**src/rtl/cla_seq_adder.sv**
```systemverilog
// rtl/cla_seq_adder.sv - multi-cycle wide adder, one N-bit lookahead slice per clock, LSB chunk first

module cla_seq_adder #(
  parameter int N      = 4,
  parameter int CHUNKS = 2
) (
  input  logic                  clk,
  input  logic                  rst,
  input  logic                  start,
  input  logic [N*CHUNKS-1:0]   a,
  input  logic [N*CHUNKS-1:0]   b,
  input  logic                  cin,
  output logic                  busy,
  output logic                  done,
  output logic [N*CHUNKS-1:0]   sum,
  output logic                  cout
);

  localparam int W  = N * CHUNKS;
  localparam int IW = (CHUNKS > 1) ? $clog2(CHUNKS) : 1;
  localparam logic [IW-1:0] LAST_IDX = IW'(CHUNKS - 1);

  typedef enum logic [1:0] {
    IDLE = 2'd0,
    RUN  = 2'd1,
    DONE = 2'd2
  } state_t;

  state_t          state_q, state_d;
  logic [W-1:0]    a_q, a_d;
  logic [W-1:0]    b_q, b_d;
  logic [W-1:0]    sum_q, sum_d;
  logic [IW-1:0]   idx_q, idx_d;
  logic            carry_q, carry_d;
  logic            cout_q, cout_d;
  logic            busy_q, busy_d;
  logic            done_q, done_d;

  logic [N-1:0]    slice_a, slice_b, slice_g, slice_p, slice_sum;
  logic [N:0]      slice_c;
  int              base;

  // Current slice: generate/propagate and carries flattened from the carry register
  always_comb begin
    logic acc;
    logic pp;
    base    = int'(idx_q) * N;
    slice_a = a_q[base +: N];
    slice_b = b_q[base +: N];
    slice_g = slice_a & slice_b;
    slice_p = slice_a ^ slice_b;
    slice_c = '0;
    slice_c[0] = carry_q;
    for (int k = 0; k < N; k++) begin
      acc = slice_g[k];
      pp  = slice_p[k];
      for (int j = k - 1; j >= 0; j--) begin
        acc = acc | (pp & slice_g[j]);
        pp  = pp & slice_p[j];
      end
      slice_c[k+1] = acc | (pp & carry_q);
    end
    slice_sum = slice_p ^ slice_c[N-1:0];
  end

  // Next-state and registered-output logic; IDLE and DONE both accept start
  always_comb begin
    state_d = state_q;
    a_d     = a_q;
    b_d     = b_q;
    sum_d   = sum_q;
    idx_d   = idx_q;
    carry_d = carry_q;
    cout_d  = cout_q;
    busy_d  = busy_q;
    done_d  = 1'b0;
    case (state_q)
      IDLE, DONE: begin
        busy_d = 1'b0;
        if (state_q == DONE) state_d = IDLE;
        if (start) begin
          a_d     = a;
          b_d     = b;
          carry_d = cin;
          idx_d   = '0;
          busy_d  = 1'b1;
          state_d = RUN;
        end
      end
      RUN: begin
        sum_d[base +: N] = slice_sum;
        carry_d          = slice_c[N];
        idx_d            = idx_q + 1'b1;
        if (idx_q == LAST_IDX) begin
          cout_d  = slice_c[N];
          busy_d  = 1'b0;
          done_d  = 1'b1;
          state_d = DONE;
        end
      end
      default: begin
        state_d = IDLE;
        busy_d  = 1'b0;
      end
    endcase
  end

  // State register with synchronous reset that abandons any operation in flight
  always_ff @(posedge clk) begin
    if (rst) begin
      state_q <= IDLE;
      a_q     <= '0;
      b_q     <= '0;
      sum_q   <= '0;
      idx_q   <= '0;
      carry_q <= 1'b0;
      cout_q  <= 1'b0;
      busy_q  <= 1'b0;
      done_q  <= 1'b0;
    end else begin
      state_q <= state_d;
      a_q     <= a_d;
      b_q     <= b_d;
      sum_q   <= sum_d;
      idx_q   <= idx_d;
      carry_q <= carry_d;
      cout_q  <= cout_d;
      busy_q  <= busy_d;
      done_q  <= done_d;
    end
  end

  assign busy = busy_q;
  assign done = done_q;
  assign sum  = sum_q;
  assign cout = cout_q;

endmodule

```
**config.mk**
```make
export PLATFORM = sky130hd
export DESIGN_NAME = cla_seq_adder
export DESIGN_NICKNAME = d
export VERILOG_FILES = /design/src/rtl/cla_seq_adder.sv
export SDC_FILE = /design/constraint.sdc
export NUM_CORES = 1
export LEC_CHECK = 0
export ABC_CLOCK_PERIOD_IN_PS = 4900
export BUFFER_PORTS_ARGS = -buffer_cell sky130_fd_sc_hd__buf_4
export CORE_MARGIN = 2
export CORE_UTILIZATION = 47
export DETAILED_ROUTE_END_ITERATION = 10
export PLACE_DENSITY = 0.75
export SLEW_MARGIN = 20
export SYNTH_ARGS = -nofsm -noshare
export SYNTH_HDL_FRONTEND = slang
export SYNTH_SLANG_ARGS = --single-unit
```
**constraint.sdc**
```tcl
create_clock -name clk -period 4.9 [get_ports clk]
set_clock_uncertainty 0.15 [all_clocks]
set_input_delay 0.735 -clock clk [delete_from_list [all_inputs] [get_ports clk]]
set_output_delay 0.735 -clock clk [all_outputs]
set_load 0.02 [all_outputs]
```
==> metrics.yaml <==
status: "completed"
num-nets-final: 217
final_antenna_net_count: 0
syn-mean-instance-area_um2: 8.80
ys_seq_elements: 31
postCtsHoldBufs: 0
ys_top_cells_by_area: "sky130_fd_sc_hd__dfxtp_1, sky130_fd_sc_hd__nand2_1, sky130_fd_sc_hd__a21oi_1, sky130_fd_sc_hd__mux2_2, sky130_fd_sc_hd__ha_1"
share_seq_of_total_power_pct: 53.3
antenna-diode-count: 0
critical-path-slowest-cell: "sky130_fd_sc_hd__dfxtp_1"
hold_path_depth: 2
rows: 20
tritoncts.num_buffers: 5
remaining_drc_errors: 0
whs_ns: 0.311
fmax_ghz: 0.389
worst_setup_path_start_kind: "flop"
n_fill_cell: 277
yosysWarnings: 0
share_clk_of_total_power_pct: 28.3
finalPower_uw: 524
clock_tree.htree_level_count: 2
synth_area_mm2: 0.00144
hold-path-endpoint: "b_q[0]"
reg2reg_setup_slack_ns: 2.33
grt.total_usage_pct: 19.3
totalWireLength_um: 2960
power_frac_comb_pct: 18.4
timing.setup.tns_ns: 0
numPortBuffers: 30
synth_nets: 190
cell_with_the_most_instances_after_synthesis: "sky130_fd_sc_hd__nand2_1"
power.density_mw_per_mm2: 305
clk_lat_worst_skew_ns: 0.33
numClockSinks: 31
worst_r2r_endpoint: "sum[3]"
rsz0062_at_grt: "false"
synth_async_sr_flop_share_pct: 0
swShare_pct: 27.8
worst-setup-path-type: "flop to flop"
grt_start_max_net_pins: 30
crit_path_max_incr_delay_ns: 0.71
syn_inst: 164
layoutNonFillerInstCount: 224
fp.dieH_um: 59.4
synth_top_area_share_pct: 43.0
cts_root_buf: "sky130_fd_sc_hd__clkbuf_4"
timing.critical_path.arrival_ns: 2.60
worst_setup_hold_path_clk_slew_ns: 0.09
timing.critical_path.fanout_max: 15
postCtsResizedCells: 0
synth_enable_flop_cells: 0
drv.max_cap_violation_count: 0
routed_wire_length_per_instance_um: 13.2
overflow: 0
placedCellCount: 217
internal_power_uw: 379
cp_data_required_time_ns: 4.93
cts_tree: "yes"
power.switching_uw: 145
share_of_synthesized_area_occupied_by_flip_flops_and_latches_pct: 43.0
static-leakage-power_uw: 0.000727
first_global_vias: 1142
holdCritStartpoint: "b_q[0]"
start_util_pct: 48.5
place.detailed.hpwl_um: 2170
vias_per_cell: 5.33
timing_max_transition_violations_final: 0
ir_worst_vdd_v: 0.000231
max-clock-path-buffers: 2
routabilityCongestion: 0.894
drt_first_pass_iters: 4
period_needed_ns: 2.57
area_growth_pct: 19.0
crit-reg2reg-launch: "idx_q"
die_width_um: 59.4
fp.dieArea_mm2: 0.00353
crit_path_cell_trace: "mux2_2, ha_1, a21o_1, a2111oi_2, o32ai_1"
dpl-instance-area_mm2: 0.00166
post_route_cells_drive_above_1_share_pct: 26.2
worst_slew_margin_rel_pct: 56.9
tightest_slew_ns: 0.644
tcrit_tclk_final_pct: 52.5
synth_top_flop_cell: "sky130_fd_sc_hd__dfxtp_1"
antenna_found_initial: 0
setup.worst_path.end_class: "flop"
grt_first_pass_wirelength_um: 4970
first_iter_violations: 29
placeableCoreArea_mm2: 0.00298
synth_top_cell_by_area: "sky130_fd_sc_hd__dfxtp_1"
finish.instance_area_mm2: 0.00172
synth.top_cells.by_count: "sky130_fd_sc_hd__nand2_1, sky130_fd_sc_hd__dfxtp_1, sky130_fd_sc_hd__a21oi_1, sky130_fd_sc_hd__nor2_1, sky130_fd_sc_hd__mux2_2"
io_pins: 31
synth_unique_cells: 33
worst_r2r_path_depth: 5
post-cts-setup-buffers: 0
via_count: 1195
finalHoldViolations: 0
report.final.setup_viol: 0
hold_path.class: "flop to flop"
-- cell families (layout without fill, tap and decap cells) --
logic type               after synthesis  in the layout  synth area share (%)
flip-flops                            31             31                  43.0
XOR/XNOR                               2              2                  1.21
AND/OR/NAND/NOR                       61             61                  19.6
multiplexers                          11             11                  8.41
adder cells (fa/ha/maj)                6              6                  5.72
AO/OA/AOI/OAI                         40             40                  17.8
buffers and inverters                 13             40                  4.33
-- registers in the layout, indices dropped and copies added (netlist names) --
| register | cells |
|---|---|
| a_q | 8 |
| b_q | 8 |
| sum | 8 |
| state_q | 2 |
| busy | 1 |
| carry_q | 1 |
| cout | 1 |
| done | 1 |
| idx_q | 1 |
-- layout by cell type, fill, tap and decap left out, types with 2 or more instances in the layout --
master                      Yosys  final
sky130_fd_sc_hd__a211oi_1       2      2
sky130_fd_sc_hd__a21o_1         3      3
sky130_fd_sc_hd__a21oi_1       21     21
sky130_fd_sc_hd__a31oi_1        2      2
sky130_fd_sc_hd__buf_4          2     30
sky130_fd_sc_hd__clkbuf_4       0      5
sky130_fd_sc_hd__dfxtp_1       31     31
sky130_fd_sc_hd__ha_1           5      5
sky130_fd_sc_hd__inv_1          3      3
sky130_fd_sc_hd__mux2_2         9      9
sky130_fd_sc_hd__mux2i_1        2      2
sky130_fd_sc_hd__nand2_1       39     39
sky130_fd_sc_hd__nand2b_1       2      2
sky130_fd_sc_hd__nor2_1        10     10
sky130_fd_sc_hd__nor2b_1        3      2
sky130_fd_sc_hd__o2111ai_1      2      2
sky130_fd_sc_hd__o21ai_1        2      2
sky130_fd_sc_hd__o221ai_1       3      3
sky130_fd_sc_hd__o32ai_1        2      2
sky130_fd_sc_hd__xnor2_1        2      2
-- how the worst max path moves through the flow --
stage,start,end
final,idx_q,sum[3]
after CTS,idx_q,sum[3]
after floorplan,idx_q,sum[3]
after global routing,idx_q,sum[3]
after detailed placement,idx_q,sum[3]
after global placement,idx_q,sum[3]
-- power groups by stage --
stage / combinational [uW] / sequential [uW] / clock, uW
after floorplan: 67.2 / 284 / 0
after global placement: 92.7 / 285 / 0
after detailed placement: 95.9 / 286 / 0
after CTS: 96.5 / 280 / 153
after global routing: 107 / 282 / 167
final: 96.5 / 279 / 148
-- through the flow --
stage	worst slack (ns)	utilization [%]
detailed placement	2.39	55.7
CTS	2.35	57.6
global placement	2.46	55.7
global route	2.19	57.7
finish	2.33	57.7
floorplan	2.57	-
-- layer usage --
| metal | track usage, % | up-vias | routed length, um |
|---|---|---|---|
| met5 | 0 | - | 0 |
| met4 | 8.44 | 0 | 48 |
| met3 | 6.55 | 6 | 125 |
| met2 | 31.6 | 31 | 1440 |
| met1 | 22.8 | 531 | 1340 |
| li1 | - | 627 | - |
-- cell type report --
cell class	instances	area, um2	share of cell area [%]
multi-input combinational	120	763	44.4
sequential	31	621	36.1
timing repair buffer	30	225	13.1
clock buffer	6	51.3	2.99
tap	33	41.3	2.40
inverter	3	11.3	0.655
clock inverter	1	5.00	0.291
-- worst max-delay path, delay by kind of cell, from the launching register on --
kind            cells  cell delay (ns)
compound gates      3             0.77
fa+ha+maj           1             0.34
flops               1             0.71
mux                 1             0.45
Power figures use the tool's default switching activity.
